<file path="src/rtl/maze_pkg.sv">
// Shared types for the maze solver: compass headings, FSM states and
// heading rotation helpers.
package maze_pkg;

  typedef enum logic [1:0] {
    DirN = 2'd0,
    DirE = 2'd1,
    DirS = 2'd2,
    DirW = 2'd3
  } dir_t;

  typedef enum logic [2:0] {
    StIdle,
    StCheck,
    StWalk,
    StFound,
    StFail
  } state_t;

  function automatic dir_t right(dir_t d);
    return dir_t'(d + 2'd1);
  endfunction

  function automatic dir_t left(dir_t d);
    return dir_t'(d + 2'd3);
  endfunction

  function automatic dir_t reverse(dir_t d);
    return dir_t'(d + 2'd2);
  endfunction

endpackage

</file>
<file path="src/rtl/maze_nbr.sv">
// Combinational neighbour lookup: wall flags relative to the current heading,
// with cells beyond the maze edge reported as walls.
module maze_nbr
  import maze_pkg::*;
#(
  parameter int unsigned size = 8,
  parameter int unsigned N    = $clog2(size)
) (
  input  logic [size-1:0] maze [size],
  input  logic [N-1:0]    pos_x,
  input  logic [N-1:0]    pos_y,
  input  dir_t            dir,
  output logic            wall_right,
  output logic            wall_ahead,
  output logic            wall_left,
  output logic            wall_back
);

  // Indexed by absolute heading.
  logic [3:0] wall_abs;

  always_comb begin
    wall_abs = 4'b1111;
    if (pos_y != '0) begin
      wall_abs[DirN] = maze[pos_y - N'(1)][pos_x];
    end
    if (pos_x != N'(size - 1)) begin
      wall_abs[DirE] = maze[pos_y][pos_x + N'(1)];
    end
    if (pos_y != N'(size - 1)) begin
      wall_abs[DirS] = maze[pos_y + N'(1)][pos_x];
    end
    if (pos_x != '0) begin
      wall_abs[DirW] = maze[pos_y][pos_x - N'(1)];
    end
  end

  assign wall_right = wall_abs[right(dir)];
  assign wall_ahead = wall_abs[dir];
  assign wall_left  = wall_abs[left(dir)];
  assign wall_back  = wall_abs[reverse(dir)];

endmodule

</file>
<file path="src/rtl/maze_solver.sv">
// Right-hand-rule maze walker: latches a maze and endpoints on start, then
// makes one move per cycle until the goal is reached, it is trapped, or the
// move budget runs out.
module maze_solver
  import maze_pkg::*;
#(
  parameter int unsigned size  = 8,
  parameter int unsigned N     = $clog2(size),
  parameter int unsigned LIMIT = 4 * size * size
) (
  input  logic                       clk,
  input  logic                       rst,
  input  logic [size-1:0]            maze [size],
  input  logic                       start,
  input  logic [N-1:0]               sx,
  input  logic [N-1:0]               sy,
  input  logic [N-1:0]               gx,
  input  logic [N-1:0]               gy,
  input  logic [1:0]                 sdir,
  output logic                       busy,
  output logic                       done,
  output logic                       found,
  output logic                       fail,
  output logic [N-1:0]               pos_x,
  output logic [N-1:0]               pos_y,
  output logic                       pos_valid,
  output logic [$clog2(LIMIT+1)-1:0] steps
);

  localparam int unsigned SW = $clog2(LIMIT + 1);

  state_t          state_q, state_d;
  logic [size-1:0] maze_q [size];
  logic [N-1:0]    px_q, px_d, py_q, py_d;
  logic [N-1:0]    gx_q, gy_q;
  dir_t            dir_q, dir_d;
  logic [SW-1:0]   steps_q, steps_d;
  logic            found_q, found_d, fail_q, fail_d, pv_q, pv_d;
  logic            load;

  logic            wall_right, wall_ahead, wall_left, wall_back;
  logic            start_oob, goal_oob, start_wall, goal_wall;
  logic            can_move;
  dir_t            mv;
  logic [N-1:0]    nx, ny;

  maze_nbr #(
    .size(size),
    .N   (N)
  ) u_nbr (
    .maze      (maze_q),
    .pos_x     (px_q),
    .pos_y     (py_q),
    .dir       (dir_q),
    .wall_right(wall_right),
    .wall_ahead(wall_ahead),
    .wall_left (wall_left),
    .wall_back (wall_back)
  );

  // Guard the array lookups so a bad coordinate never indexes past the maze.
  assign start_oob  = (32'(px_q) >= size) || (32'(py_q) >= size);
  assign goal_oob   = (32'(gx_q) >= size) || (32'(gy_q) >= size);
  assign start_wall = start_oob ? 1'b1 : maze_q[py_q][px_q];
  assign goal_wall  = goal_oob ? 1'b1 : maze_q[gy_q][gx_q];

  always_comb begin
    can_move = 1'b1;
    mv       = dir_q;
    if (!wall_right) begin
      mv = right(dir_q);
    end else if (!wall_ahead) begin
      mv = dir_q;
    end else if (!wall_left) begin
      mv = left(dir_q);
    end else if (!wall_back) begin
      mv = reverse(dir_q);
    end else begin
      can_move = 1'b0;
    end

    nx = px_q;
    ny = py_q;
    unique case (mv)
      DirN: ny = py_q - N'(1);
      DirE: nx = px_q + N'(1);
      DirS: ny = py_q + N'(1);
      DirW: nx = px_q - N'(1);
      default: ;
    endcase
  end

  always_comb begin
    state_d = state_q;
    px_d    = px_q;
    py_d    = py_q;
    dir_d   = dir_q;
    steps_d = steps_q;
    found_d = found_q;
    fail_d  = fail_q;
    pv_d    = 1'b0;
    load    = 1'b0;

    unique case (state_q)
      StIdle: begin
        if (start) begin
          load    = 1'b1;
          px_d    = sx;
          py_d    = sy;
          dir_d   = dir_t'(sdir);
          steps_d = '0;
          found_d = 1'b0;
          fail_d  = 1'b0;
          state_d = StCheck;
        end
      end
      StCheck: begin
        if (start_wall || goal_wall) begin
          fail_d  = 1'b1;
          state_d = StFail;
        end else if (px_q == gx_q && py_q == gy_q) begin
          found_d = 1'b1;
          state_d = StFound;
        end else begin
          state_d = StWalk;
        end
      end
      StWalk: begin
        // Budget is checked before moving, so the give-up costs one extra cycle.
        if (steps_q >= SW'(LIMIT) || !can_move) begin
          fail_d  = 1'b1;
          state_d = StFail;
        end else begin
          dir_d   = mv;
          px_d    = nx;
          py_d    = ny;
          steps_d = steps_q + SW'(1);
          pv_d    = 1'b1;
          if (nx == gx_q && ny == gy_q) begin
            found_d = 1'b1;
            state_d = StFound;
          end
        end
      end
      StFound, StFail: state_d = StIdle;
      default:         state_d = StIdle;
    endcase
  end

  always_ff @(posedge clk or negedge rst) begin
    if (!rst) begin
      state_q <= StIdle;
      px_q    <= '0;
      py_q    <= '0;
      dir_q   <= DirN;
      steps_q <= '0;
      found_q <= 1'b0;
      fail_q  <= 1'b0;
      pv_q    <= 1'b0;
    end else begin
      state_q <= state_d;
      px_q    <= px_d;
      py_q    <= py_d;
      dir_q   <= dir_d;
      steps_q <= steps_d;
      found_q <= found_d;
      fail_q  <= fail_d;
      pv_q    <= pv_d;
    end
  end

  // Maze snapshot and goal are plain datapath, only written on an accepted start.
  always_ff @(posedge clk) begin
    if (load) begin
      maze_q <= maze;
      gx_q   <= gx;
      gy_q   <= gy;
    end
  end

  assign busy      = (state_q != StIdle);
  assign done      = (state_q == StFound) || (state_q == StFail);
  assign found     = found_q;
  assign fail      = fail_q;
  assign pos_x     = px_q;
  assign pos_y     = py_q;
  assign pos_valid = pv_q;
  assign steps     = steps_q;

endmodule

</file>
<file path="config.mk">
export PLATFORM = sky130hd
export DESIGN_NAME = maze_solver
export DESIGN_NICKNAME = d
export VERILOG_FILES = /design/src/rtl/maze_pkg.sv /design/src/rtl/maze_nbr.sv /design/src/rtl/maze_solver.sv
export SDC_FILE = /design/constraint.sdc
export NUM_CORES = 1
export LEC_CHECK = 0
export BUFFER_PORTS_ARGS = -buffer_cell sky130_fd_sc_hd__buf_2
export CAP_MARGIN = 25
export CORE_UTILIZATION = 50
export CTS_CLUSTER_DIAMETER = 40
export DETAILED_ROUTE_END_ITERATION = 16
export HOLD_SLACK_MARGIN = 0.05
export PLACE_DENSITY = 0.68
export RECOVER_POWER = 100
export SLEW_MARGIN = 20
export SYNTH_ARGS = -nofsm -noshare
export SYNTH_HDL_FRONTEND = slang
export SYNTH_SLANG_ARGS = --single-unit
export TNS_END_PERCENT = 100
</file>
<file path="constraint.sdc">
create_clock -name clk -period 6.31 [get_ports clk]
set_clock_uncertainty 0.1 [all_clocks]
set_input_delay 0.631 -clock clk [delete_from_list [all_inputs] [get_ports clk]]
set_output_delay 0.631 -clock clk [all_outputs]
set_load 0.03 [all_outputs]
</file>
After elaboration in Yosys (flattened, before gate mapping)

Index checks and enable logic that the tools add are counted.

Register bits: 93
Output and inout bits: 20
Input bits: 81

Eq/ne operators: 21
Reductions and logical operators: 17
Add/sub/neg operators: 8
Order comparisons: 13
Bitwise operators: 4
Multiplexer cells: 77

Operators with widths:

| cell                                                        | count |
|---|---|
| binary-select mux 8 bit (select 3 bit)                      | 4 |
| 2-to-1 mux 8 bit                                            | 8 |
| 2-to-1 mux 1 bit                                            | 30 |
| 2-to-1 mux 3 bit                                            | 8 |
| one-hot mux 3 bit (2 select lines)                          | 4 |
| binary-select mux 1 bit (select 3 bit)                      | 6 |
| 2-to-1 mux 9 bit                                            | 2 |
| one-hot mux 9 bit (2 select lines)                          | 1 |
| greater-or-equal comparator 4 bit (second input constant)   | 4 |
| less-than comparator 3 x 4 -> 1 bit (second input constant) | 4 |
| NOT 3 -> 4 bit                                              | 4 |
| inequality test 2 bit (second input constant)               | 7 |
| == test 3 bit                                               | 4 |
| less-than comparator 2 x 3 -> 1 bit (second input constant) | 4 |
| 2-to-1 mux 2 bit                                            | 6 |
| nonzero test 3 bit                                          | 4 |
| adder 9 x 1 -> 9 bit (second input constant)                | 1 |
| greater-or-equal comparator 9 bit (second input constant)   | 1 |
| inequality test 3 bit (second input constant)               | 3 |
| one-hot mux 3 bit (3 select lines)                          | 1 |
| binary-select mux 1 bit (select 2 bit)                      | 4 |
| adder 3 x 1 -> 3 bit (second input constant)                | 2 |
| == test 3 x 2 -> 1 bit (second input constant)              | 2 |
| one-hot mux 1 bit (3 select lines)                          | 2 |
| other kinds (18)                                            | 24 |

Logic depth before layout (Yosys ltp)

Depth after elaboration: 21
Mapped depth: 22
Gate-level depth less buffers: 13

Hierarchy

Synthesis repeated with hierarchy kept, for this count alone.

Cell total of the unflattened synthesis: 537
Area, all modules: 6945.4 um2

Modules (own cells, without submodules):

| module      | instances | seq. area each (um2) | area each (um2) | cells an instance |
|---|---|---|---|---|
| maze_solver | 1         | 2677.6               | 4779.6          | 337 |
| maze_nbr    | 1         | 0.0                  | 2165.8          | 200 |

Least setup slack after synthesis

OpenSTA, ideal clock, no wires.

Kind: register to register
Start: register py_q[0], in the netlist pos_y[0]
End: register px_q[2], in the netlist pos_x[2]
Path slack: 1.459 ns
Period minus slack after synthesis: 4.851 ns
Arrival time: 4.673 ns
Stages on the path, launching flop included: 21
Data required time: 6.132 ns
Cells stage by stage: dfrtp_1 > buf_6 > buf_6 > buf_6 > inv_2 > clkbuf_1 > ha_1 > buf_2 > buf_2 > clkbuf_1 > and3_1 > a21oi_1 > a22o_1 > or4bb_4 > a221oi_4 > or3_1 > buf_6 > mux2_4 > a221oi_1 > a211oi_1 > a21oi_1

Cells in the longest elaborated chain, start to end: 18
Elaborated cells on any way between the ends: 53
Those cells by class: 2 x add/sub; 4 x eq/ne; 40 x mux; 3 x bitwise; 4 x reduce/logical

Ends and longest elaborated chain:

| what                                                                             | line                                  | RTL |
|---|---|---|
| start: declaration                                                               | maze_solver.sv:34                     | `logic [N-1:0] px_q, px_d, py_q, py_d;` |
| start signal: assignment                                                         | maze_solver.sv:163                    | `py_q <= py_d;` |
| subtractor 3 x 1 -> 3 bit / adder 3 x 1 -> 3 bit (equally long branches)         | maze_nbr.sv:25, maze_nbr.sv:31        |  |
| NOT 3 -> 4 bit, on equally long branches                                         | maze_nbr.sv:25, maze_nbr.sv:31        |  |
| binary-select mux 8 bit (select 3 bit), on equally long branches                 | maze_nbr.sv:25, maze_nbr.sv:31        |  |
| 2-to-1 mux 8 bit, on equally long branches (2 in series)                         | maze_nbr.sv:25, maze_nbr.sv:31        |  |
| binary-select mux 1 bit (select 3 bit), on equally long branches                 | maze_nbr.sv:25, maze_nbr.sv:31        |  |
| 2-to-1 mux 1 bit, on equally long branches                                       | maze_nbr.sv:25, maze_nbr.sv:31        |  |
| 2-to-1 mux 1 bit, on equally long branches                                       | maze_nbr.sv:24, maze_nbr.sv:30        |  |
| binary-select mux 1 bit (select 2 bit)                                           | maze_nbr.sv:41                        | `assign wall_back = wall_abs[reverse(dir)];` |
| 2-to-1 mux 1 bit (implied by the code)                                           | maze_nbr.sv:41                        |  |
| 2-to-1 mux 2 bit / 2-to-1 mux 1 bit (equally long branches)                      | maze_solver.sv:76                     | `end else if (!wall_back) begin` |
| 2-to-1 mux 2 bit / 2-to-1 mux 1 bit (equally long branches)                      | maze_solver.sv:74                     | `end else if (!wall_left) begin` |
| 2-to-1 mux 2 bit / 2-to-1 mux 1 bit (equally long branches)                      | maze_solver.sv:72                     | `end else if (!wall_ahead) begin` |
| 2-to-1 mux 2 bit / 2-to-1 mux 1 bit (equally long branches)                      | maze_solver.sv:70                     | `if (!wall_right) begin` |
| == test 2 bit (tied with other cells)                                            | maze_solver.sv:84                     | `unique case (mv)` |
| one-hot mux 3 bit (2 select lines) / logical OR 1 bit (equally long branches)    | maze_solver.sv:84, maze_solver.sv:130 |  |
| 2-to-1 mux 3 bit / inequality test 2 bit (equally long branches)                 | -                                     |  |
| one-hot mux 3 bit (2 select lines) / AND reduction 3 bit (equally long branches) | -                                     |  |
| end signal: assignment                                                           | maze_solver.sv:162                    | `px_q <= px_d;` |
| end: declaration                                                                 | maze_solver.sv:34                     |  |

Parallel ways exist; a longest one is shown, timed or not. The select of a mux whose other input is x is not followed.
A chain may end at the register's enable or synchronous reset.

Worst setup path in the final report

Start: register px_q[0], in the netlist pos_x[0]
End: register px_q[2], in the netlist pos_x[2]

Cells in the longest elaborated chain, start to end: 14
Elaborated cells on any way between the ends: 41
Those cells by class: 2 x add/sub; 4 x eq/ne; 31 x mux; 4 x reduce/logical

Ends and longest elaborated chain:

| what                                                                             | line |
|---|---|
| adder 3 x 1 -> 3 bit / subtractor 3 x 1 -> 3 bit (equally long branches)         | - |
| binary-select mux 1 bit (select 3 bit), on equally long branches                 | maze_nbr.sv:28, maze_nbr.sv:34 |
| 2-to-1 mux 1 bit, on equally long branches                                       | maze_nbr.sv:28, maze_nbr.sv:34 |
| 2-to-1 mux 1 bit, on equally long branches                                       | maze_nbr.sv:27, maze_nbr.sv:33 |
| binary-select mux 1 bit (select 2 bit)                                           | maze_nbr.sv:41 |
| 2-to-1 mux 1 bit (implied by the code)                                           | maze_nbr.sv:41 |
| 2-to-1 mux 2 bit / 2-to-1 mux 1 bit (equally long branches)                      | maze_solver.sv:76 |
| 2-to-1 mux 2 bit / 2-to-1 mux 1 bit (equally long branches)                      | maze_solver.sv:74 |
| 2-to-1 mux 2 bit / 2-to-1 mux 1 bit (equally long branches)                      | maze_solver.sv:72 |
| 2-to-1 mux 2 bit / 2-to-1 mux 1 bit (equally long branches)                      | maze_solver.sv:70 |
| == test 2 bit (tied with other cells)                                            | maze_solver.sv:84 |
| one-hot mux 3 bit (2 select lines) / logical OR 1 bit (equally long branches)    | maze_solver.sv:84, maze_solver.sv:130 |
| 2-to-1 mux 3 bit / inequality test 2 bit (equally long branches)                 | - |
| one-hot mux 3 bit (2 select lines) / AND reduction 3 bit (equally long branches) | - |

Parallel ways exist; a longest one is shown, timed or not. The select of a mux whose other input is x is not followed.

==> out/results.ini <==
[routing]
postRouteAntennaNets=0
drtIter0Drc=419
drt-wirelength-per-cell_um=21.2
vias_per_cell=6.45
drcViolationCount=0
drt-pass1-iter-count=5
routed-via-count=5225
routed_wl_mm=17.1

[clock_tree]
clk_latency_ns=0.36
cts_setup_buffers=0
cts_resized=0
htreeDepth=3
numCtsBuffers=9
hold_buffers=0
cts_tree=built
cts_root_buf=clkbuf_16
cts_buffer_depth=2
clock-sinks=93
clk_pin_slew_ns=0.07

[timing]
max_freq_mhz=181
maxSlewHeadroom_pct=-99.4
hold_violations=0
fin_setup_tns_ns=0
slew_violations=62
setup_viol=0
worst_slack_ns=0.786
rsz0062_at_grt=false
worst_pin_slew_ns=2.99
fin_crit_ns=5.52
post-route-period-util_pct=87.5

[setup_path]
worstPathRequired_ns=6.49
path_cells=clkbuf_1 -> inv_1 -> ha_1 -> nor2_1 -> o21ai_0 -> o32a_1 -> o211a_2 -> or4bb_4 -> a221oi_4 -> or3_1 -> mux2_1 -> a221oi_1 -> a211oi_1 -> a21oi_1
arrival_ns=5.71
worstPathMaxFanout=27
critPathLaunchType=flip-flop
worstSetupEndpointType=flip-flop
slowest_stage=clkbuf_1
path_class=flip-flop to flip-flop
slowest_delay_ns=0.96
ff2ff_setup_slack_ns=0.79

[die]
die-width_um=117
num_io_pins=101
start_util_pct=51.6
dieArea_um2=13600
rows=41
core_area_um2=12700
die_h_um=117

[final_layout]
final_nets=724
antenna_cells=0
final_cell_area_um2=7390
layout-drive-gt1-share_pct=28.7
fillers=1078
layout-area-overhead-vs-synth_pct=12.7
fin_util_pct=58.1
multi_input_area_um2=3600
regArea_um2=2680
instances_no_fill=810

[placement]
dp_cells=793
gp_congestion=0.931
dpl.hpwl_mm=12.5
placed_area_um2=7160
port_buffers=100
dp_worst_setup_slack_ns=1.21

[synth]
yosysSeqAreaShare_pct=40.8
post-synth-top-count-cell=edfxtp_1
async_flop_share_pct=24.7
ys_seq_elements=93
synth_cell_types=75
synth_top_flop_cell=edfxtp_1
synthTopCellsByCount=70 x edfxtp_1, 51 x mux4_2, 42 x nand2_1
syn-mean-instance-area_um2=12.0
syn_area_um2=6560
syn_inst=548
ys_warn_count=0
synth_edf_count=70
yosys-top-cells-area=edfxtp_1 32%, mux4_2 18%, dfrtp_1 8.8%
syn_nets=639
yosysTopAreaCellShare_pct=32.0
yosysTopAreaCell=edfxtp_1

[flow_run]
drv_cap=1

[run_status]
violations=capacitance limit, slew limit
status=complete, but fails checks

[power_and_ir_drop]
power.leakage_nw=2.76
p_per_area_nw_per_um2=622
vdd_drop_max_mv=0.333

[global_route]
grt_start_max_net_pins=81
grt_usage_pct=26.7
antenna_found_initial=0
grt_pass1_wl_mm=26.9
grt_overflow_total=0
grt_pass1_vias=5023

[min_path]
hp-class=input port to flip-flop

[sequential cells by signal, summed over array words and instances (netlist names)]
signal,count
gy_q,3
maze_q,64
pos_x,3
state_q,3
gx_q,3
found,1
dir_q,2
steps,9
pos_y,3
fail,1
pos_valid,1
[path summary, 6_finish.rpt]
check | from | cells after the start | end
worst max-delay path | pos_x[0] | 14 | pos_x[2]
worst min-delay path | maze[59] | 1 | maze_q[59]
worst max register to register | pos_x[0] | 14 | pos_x[2]
worst min register to register | fail | 2 | fail
max in group asynchronous | rst | 1 | pos_y[0]
min in group asynchronous | rst | 1 | steps[6]
[where the power goes]
group	internal, mW	switching [mW]	leakage, nW	total [mW]
Combinational	1.30	1.71	1.68	3.01
Clock	0.264	0.234	0.124	0.497
Sequential	0.864	0.229	0.953	1.09
[cell usage in the layout, fill, tap and decap left out, types with 9 or more instances in the layout]
| cell | n |
|---|---|
| buf_2 | 81 |
| edfxtp_1 | 70 |
| mux4_2 | 51 |
| nand2_1 | 42 |
| nor2_1 | 40 |
| mux2i_1 | 22 |
| dfrtp_1 | 22 |
| clkbuf_1 | 21 |
| inv_1 | 17 |
| nor2b_1 | 17 |
| o21ai_0 | 13 |
| nor4_1 | 12 |
| mux2_1 | 11 |
| mux2_2 | 11 |
| nor3_1 | 10 |
| a21oi_1 | 10 |
| ha_1 | 10 |
| xnor2_1 | 9 |
| nand3_1 | 9 |
| clkbuf_16 | 9 |
[layer usage]
layer	GRT usage, %	up-vias	share of wire (%)	wire [um]
met4	13.0	0	3.2	550
li1	-	2345	-	-
met2	41.6	261	47	8000
met3	5.55	38	7.4	1270
met5	0	-	0	0
met1	35.8	2581	43	7330
[kinds of logic after synthesis]
| family | synth area share (%) |
|---|---|
| fa+ha+maj | 1.91 |
| flops | 40.8 |
| compound gates | 13.6 |
| buf+inv | 4.27 |
| simple gates | 13.0 |
| mux | 24.9 |
| xor+xnor | 1.47 |
[through the flow]
stage,hold WS (ns),power (mW)
6_report,0.345,4.60
5_1_grt,0.332,4.87
4_1_cts,0.153,4.59
3_5_place_dp,0.391,4.07
3_3_place_gp,0.379,4.02
2_1_floorplan,0.235,3.46
[critical path, delay by kind of cell (launching register included)]
kind / cells / cell delay (ns)
muxes: 1 / 0.37
DFF: 1 / 0.32
and+or+nand+nor: 3 / 1.12
buffers and inverters: 2 / 1.43
AOI/OAI and AO/OA: 7 / 1.48
adders and majority gates: 1 / 0.62
[area by class of cell]
type | count | area share [%]
clock buffer | 9 | 3.05
tap | 172 | 2.91
multi-input combinational | 398 | 48.7
clock inverter | 7 | 0.558
sequential | 93 | 36.2
inverter | 20 | 1.02
timing repair buffer | 111 | 7.56
No activity file was read; power rests on OpenSTA's default activity.
